==> config.mk <==
export PLATFORM = sky130hd
export DESIGN_NAME = uart_tx_ctrl
export DESIGN_NICKNAME = d
export VERILOG_FILES = /design/src/rtl/uart_tx_ctrl.sv
export SDC_FILE = /design/constraint.sdc
export NUM_CORES = 1
export LEC_CHECK = 0
export ABC_AREA = 1
export CELL_PAD_IN_SITES_DETAIL_PLACEMENT = 0
export CELL_PAD_IN_SITES_GLOBAL_PLACEMENT = 1
export CORE_MARGIN = 5
export CORE_UTILIZATION = 31
export DETAILED_ROUTE_END_ITERATION = 6
export PLACE_DENSITY_LB_ADDON = 0.15
export SLEW_MARGIN = 20
export SYNTH_ARGS = -nofsm -noshare
export SYNTH_HDL_FRONTEND = slang
export SYNTH_SLANG_ARGS = --single-unit
==> constraint.sdc <==
create_clock -name clk -period 3.9 [get_ports clk]
set_input_delay 0.78 -clock clk [delete_from_list [all_inputs] [get_ports clk]]
set_output_delay 0.78 -clock clk [all_outputs]
set_load 0.02 [all_outputs]
==> src/rtl/uart_tx_ctrl.sv <==
// Two-port transmit controller: round-robin admission into a byte FIFO, drained
// into the uart's single-cycle write strobe no faster than one frame per FRAME_CYCLES.
module uart_tx_ctrl #(
    parameter int FIFO_DEPTH_LOG2 = 4,
    parameter int FRAME_CYCLES    = 5209
) (
    input  logic                     clk,
    input  logic                     rst_n,
    input  logic                     s0_valid,
    input  logic [7:0]               s0_data,
    output logic                     s0_ready,
    input  logic                     s1_valid,
    input  logic [7:0]               s1_data,
    output logic                     s1_ready,
    input  logic                     tx_enable,
    input  logic                     flush,
    output logic                     uart_wr_en,
    output logic [7:0]               uart_wr_data,
    output logic [FIFO_DEPTH_LOG2:0] fifo_count,
    output logic                     busy
);
    localparam int DEPTH = 1 << FIFO_DEPTH_LOG2;
    localparam logic [FIFO_DEPTH_LOG2:0]   FULL_CNT = (FIFO_DEPTH_LOG2 + 1)'(DEPTH);
    localparam logic [FIFO_DEPTH_LOG2:0]   CNT_ONE  = (FIFO_DEPTH_LOG2 + 1)'(1);
    localparam logic [FIFO_DEPTH_LOG2-1:0] PTR_ONE  = FIFO_DEPTH_LOG2'(1);
    localparam logic [15:0]                FRAME_M1 = 16'(FRAME_CYCLES - 1);

    typedef enum logic {IDLE, WAIT} state_t;

    state_t                     state_q, state_d;
    logic [15:0]                pace_q, pace_d;
    logic [7:0]                 mem [DEPTH];
    logic [FIFO_DEPTH_LOG2-1:0] wr_ptr, rd_ptr;
    logic                       rr_last;
    logic                       full, can_push, grant0, grant1, push, pop;
    logic [7:0]                 push_data;
    logic                       wr_en_d;
    logic [7:0]                 wr_data_d;

    assign full     = (fifo_count == FULL_CNT);
    assign can_push = !full && !flush;

    // rr_last names the last granted port; on a tie the other one wins.
    always_comb begin
        grant0 = 1'b0;
        grant1 = 1'b0;
        if (can_push) begin
            if (s0_valid && (!s1_valid || rr_last))
                grant0 = 1'b1;
            else if (s1_valid)
                grant1 = 1'b1;
        end
    end

    assign s0_ready  = grant0;
    assign s1_ready  = grant1;
    assign push      = grant0 | grant1;
    assign push_data = grant0 ? s0_data : s1_data;

    always_ff @(posedge clk) begin
        if (push)
            mem[wr_ptr] <= push_data;
    end

    always_ff @(posedge clk or negedge rst_n) begin
        if (!rst_n) begin
            wr_ptr     <= '0;
            rd_ptr     <= '0;
            fifo_count <= '0;
            rr_last    <= 1'b1;
        end else if (flush) begin
            wr_ptr     <= '0;
            rd_ptr     <= '0;
            fifo_count <= '0;
        end else begin
            if (push) begin
                wr_ptr  <= wr_ptr + PTR_ONE;
                rr_last <= grant1;
            end
            if (pop)
                rd_ptr <= rd_ptr + PTR_ONE;
            case ({push, pop})
                2'b10:   fifo_count <= fifo_count + CNT_ONE;
                2'b01:   fifo_count <= fifo_count - CNT_ONE;
                default: fifo_count <= fifo_count;
            endcase
        end
    end

    // Launch on a flush cycle is suppressed so a discarded byte never reaches the uart.
    always_comb begin
        state_d   = state_q;
        pace_d    = pace_q;
        wr_en_d   = 1'b0;
        wr_data_d = uart_wr_data;
        pop       = 1'b0;
        case (state_q)
            IDLE: begin
                if (fifo_count != '0 && tx_enable && !flush) begin
                    pop       = 1'b1;
                    wr_en_d   = 1'b1;
                    wr_data_d = mem[rd_ptr];
                    pace_d    = FRAME_M1;
                    state_d   = WAIT;
                end
            end
            WAIT: begin
                if (pace_q <= 16'd1) begin
                    pace_d  = 16'd0;
                    state_d = IDLE;
                end else begin
                    pace_d = pace_q - 16'd1;
                end
            end
            default: state_d = IDLE;
        endcase
    end

    always_ff @(posedge clk or negedge rst_n) begin
        if (!rst_n) begin
            state_q      <= IDLE;
            pace_q       <= 16'd0;
            uart_wr_en   <= 1'b0;
            uart_wr_data <= 8'h00;
        end else begin
            state_q      <= state_d;
            pace_q       <= pace_d;
            uart_wr_en   <= wr_en_d;
            uart_wr_data <= wr_data_d;
        end
    end

    assign busy = (state_q == WAIT) | (fifo_count != '0) | uart_wr_en;

endmodule

# Yosys cells after proc, flatten, opt, wreduce, memory -nomap -nowiden
# Memories as Yosys holds them, arrays and structs flattened. A register that Yosys moved wholly into a read port is not among the register bits.
# Cells that the tools add are included.
# Widths: inputs -> output; s select.
# op_classes
n_addsub,5
order_cmp,1
eq_ne,4
mux,21
bitwise_logic,5
reduce_logical,15
# ops
op,count
$mux 16,2
$pmux 16 s2,1
$le 16x1->1 const B,1
$mux 4,4
$sub 16x1->16 const B,1
$mux 1,10
$pmux 5 s2,1
$add 4x1->4 const B,2
$mux 8,1
$add 5x1->5 const B,1
$eq 5x5->1 const B,1
$mux 5,1
$reduce_bool 5->1,1
$sub 5x1->5 const B,1
$logic_and 1x1->1,4
$logic_not 1->1,4
$reduce_and 2->1,2
$reduce_bool 2->1,2
$or 1x1->1,3
$reduce_bool 3->1,1
$eq 2x1->1 const B,1
$eq 2x2->1 const B,1
$ne 2x2->1 const B,1
$not 1->1,2
2 further kinds,2
# totals
regBits,32
ramBits,128
input_bits,22
out_inout_bits,17
mem_count,1
# mem_list
name,words,word_bits,read_ports,rd_clocked_by_memory_dff,wr,line,source
mem,16,8,1,1,1,32,logic [7:0] mem [DEPTH];

# Depth between registers and ports, before layout
# logic_depth
word_depth,9
depth_mapped,16
ltp_nobuf,16

# Worst setup path after synthesis
# No wires, ideal clock.
# synth_path
kind,input to output
startpoint,input port s0_valid
endpoint,output port s0_ready
t_arrival_ns,1.493
required_time_ns,3.120
slack_ns,1.627
cell_stages,4
n_path_buf,1
path_cell_list,a21boi_0 nand3_2 buf_6 clkinv_1
# synth_between
elab_chain_cells,3
# synth_rtl
element,line,source
from (decl),9,"input logic s0_valid,"
$logic_and 1x1->1,48,if (s0_valid && (!s1_valid || rr_last))
$mux 1,48,
$mux 1,47,if (can_push) begin
to (decl),11,"output logic s0_ready,"
# No other way between the ends.

# Worst setup path after layout
# layout_path
startpoint,input port flush
endpoint,output port s0_ready
# layout_between
elab_chain_cells,3
# layout_rtl
element,line,source
from (decl),16,"input logic flush,"
$logic_not 1->1,41,assign can_push = !full && !flush;
$logic_and 1x1->1,41,
$mux 1,47,
# No other way between the ends.

==> run metrics <==
root buffer cell clkbuf_16; CTS max path bufs 2; reg2reg setup slack 1.39 ns; post-synth top area share a little over half; Leak around 3 nW; GRT Total Usage between 10% and 20%; CTS Hold Bufs 0; sequential area share after synthesis 66.6%; WP data required between 3 and 4 ns; 1st-iter DRT viols approximately 220; Data arrival, critical path around 2.5 ns; switching pwr between 0.0009 and 0.001 W; GR Util met1 approximately 18%; Top Usage Layer GRT met2; leading area contributor after synthesis edfxtp_1; wire length per cell 18.8 µm; design area approximately 8600 µm²; routed vias about 4.9k; design internal power approximately 0.0032 W; Overflow after GRT 0; Worst-path clk slew 0.06 ns; total CTS buffers 17; Die Span Y around 160 µm; Clk pwr share ~44%; Worst Skew 0.00890 ns; Startpoint Class primary input; xor/xnor share of the synthesized area under 10%; Setup TNS Final 0 ns; largest family of logic cells by synthesized area simple AND/OR/NAND/NOR gates; largest cells by area after synthesis edfxtp_1, dfrtp_1, o21ai_0; timing-limited maximum frequency roughly 310 MHz; share of cells above drive strength 1 under 10%; antenna-violating nets left 0; global placement routability congestion 0.818; Primary FF master, synth edfxtp_1; Mapped Nets roughly 660; post-CTS sizing 0; final hold viol count 0; Syn Inst Count roughly 630; clk_lat worst skew 0.42 ns; CP Capture Type output port; first-pass GRT wire length approximately 29000 µm; Final setup viols 0; vias in the first global route about 5k; TritonCTS clock tree done; Synth Area in Adders about 1.5%; Worst Tran Pin Value 0.961 ns; Unique masters post-synth 39; Layout Nets 697; sequential power share between 40% and 50%; Crit Path Category primary input to output port; pwr/cell area 475 nW/µm²; Vias/cell 4.87; initial core utilization 31.3%; combinational share of power 6.1%; Synth Warn # 0; drt drc 0; H-tree depth 4; met2 global-route usage between 20% and 30%; die area 26600 µm²; initial antenna violation count 0; max-cap check violation count 0; IO Port Bufs 38; Core ar. 23300 µm²; synthesis-to-finish area growth 18.4%; Initial DRT Pass Iterations 4; Die Wd around 160 µm; switching share of power between 20% and 30%; number of core rows 56; RSZ-0062 raised after global routing false; Slew HR 35.9%; met3 usage 2.78%; Fillers around 2.3k; worst vdd ir around 0.37 mV; mux cell area share after synthesis 0%; Post-synth EDFFs about 130; synthesized cell area between 7000 and 8000 µm²; Setup Buffers After CTS 0; WL final around 19000 µm; CP max FO 10; Tmin final approximately 3.3 ns; Slew Limit Fails 0; Post-Synth Simple-Gate Area a little over an eighth; post-synthesis compound-gate area fraction 13.3%; n_diodes 0; Min-Delay Path Class flop to flop; final worst-path cycle share between 80% and 90%; outcome completed; HPWL Detailed approximately 13000 µm; Placed Area around 8000 µm²; synthesized area per cell about 12 µm²; Top-Level Pins 39; Yosys reg bits roughly 170; largest net degree at the start of global routing 67; clock sink count between 150 and 200; async set-reset flop share out of synthesis a little under a quarter
flip-flops by register name, summed over array words and instances, names as in the netlist:
name and cells:
rr_last 1, state_q 1, fifo_count 5, uart_wr_data 8, rd_ptr 4, uart_wr_en 1, pace_q 16, wr_ptr 4
mem 128
placed cells by master (no fill, tap or decap), types with 8 or more instances in the layout:
cell	n
clkbuf_16	17
o21ai_0	78
inv_1	29
o221ai_1	22
nand2_1	75
edfxtp_1	128
dfrtp_1	38
o211ai_1	16
o22ai_1	17
ha_1	9
xor2_1	12
o21a_1	10
inv_6	8
nor2_1	96
clkdlybuf4s50_1	37
nand3_1	23
metrics by stage:
stage	util (%)	power, W	hold slack, ns	setup slack (ns)	instances
after global placement	34.3	0.00232	0.482	0.648	966
after detailed placement	34.3	0.00232	0.483	0.583	966
final	37.0	0.00409	0.495	0.635	998
after global routing	37.0	0.00424	0.517	0.486	998
after floorplan	-	0.00219	0.477	1.63	631
after CTS	37.0	0.00413	0.499	0.600	998
power by group through the flow:
stage          combinational [W]  clock, W  sequential, W
6_report                0.000251   0.00182        0.00202
3_5_place_dp            0.000256         0        0.00206
3_3_place_gp            0.000256         0        0.00206
5_1_grt                 0.000281   0.00193        0.00203
4_1_cts                 0.000258   0.00185        0.00202
2_1_floorplan           0.000130         0        0.00206
cell families after synthesis:
| family | after synthesis |
|---|---|
| AO/OA/AOI/OAI | 156 |
| XOR/XNOR | 14 |
| adder cells (fa/ha/maj) | 9 |
| buffers and inverters | 64 |
| flip-flops | 168 |
| AND/OR/NAND/NOR | 220 |
worst paths after layout:
path	startpoint	endpoint	cells after the start
setup reg to reg	rd_ptr[1]$_DFFE_PN0P_	uart_wr_data[4]$_DFFE_PN0P_	7
setup / recovery	flush	s0_ready	5
hold reg to reg	uart_wr_data[7]$_DFFE_PN0P_	uart_wr_data[7]$_DFFE_PN0P_	1
min in group asynchronous	rst_n	pace_q[9]$_DFFE_PN0P_	1
hold / removal	uart_wr_data[7]$_DFFE_PN0P_	uart_wr_data[7]$_DFFE_PN0P_	1
max in group asynchronous	rst_n	rd_ptr[0]$_DFFE_PN0P_	1
worst max-delay path, cell delays in order:
cell and delay, ns:
clkdlybuf4s50_1 0.59, inv_1 0.17, nand3_2 0.12, clkinv_1 0.21, clkdlybuf4s50_1 0.61
cells in the mapped netlist, types with 2 or more instances:
cell / number
nand4_1: 5
dfrtp_1: 39
o21a_1: 10
nand2_4: 2
a21oi_1: 5
nand2_1: 75
o21ai_0: 78
nand3_1: 23
o22ai_1: 17
inv_1: 29
a21boi_0: 2
nor2_2: 3
clkinv_1: 2
nand3_2: 4
inv_2: 5
o221ai_1: 22
o21ai_1: 3
xor2_1: 12
nor3_1: 4
buf_2: 4
ha_1: 9
nand2_2: 2
xnor2_1: 2
clkbuf_1: 22
o211ai_1: 16
nor2_1: 96
edfxtp_1: 128
routing by layer:
layer,share of wire [%],vias to the layer above
met5,0,-
met3,3.4,28
met1,44,2390
met4,2.2,0
met2,51,98
li1,-,2343
area by class of cell:
class                           instances  area (µm²)  share of cell area [%]
Timing Repair Buffer                   44         420                    4.89
Inverter                               36         135                    1.57
Sequential cell                       168        4850                    56.3
Multi-Input combinational cell        399        2170                    25.2
Clock inverter                         15         210                    2.44
Tap cell                              319         399                    4.64
Clock buffer                           17         425                    4.94
No activity file was read; power rests on OpenSTA's default activity.
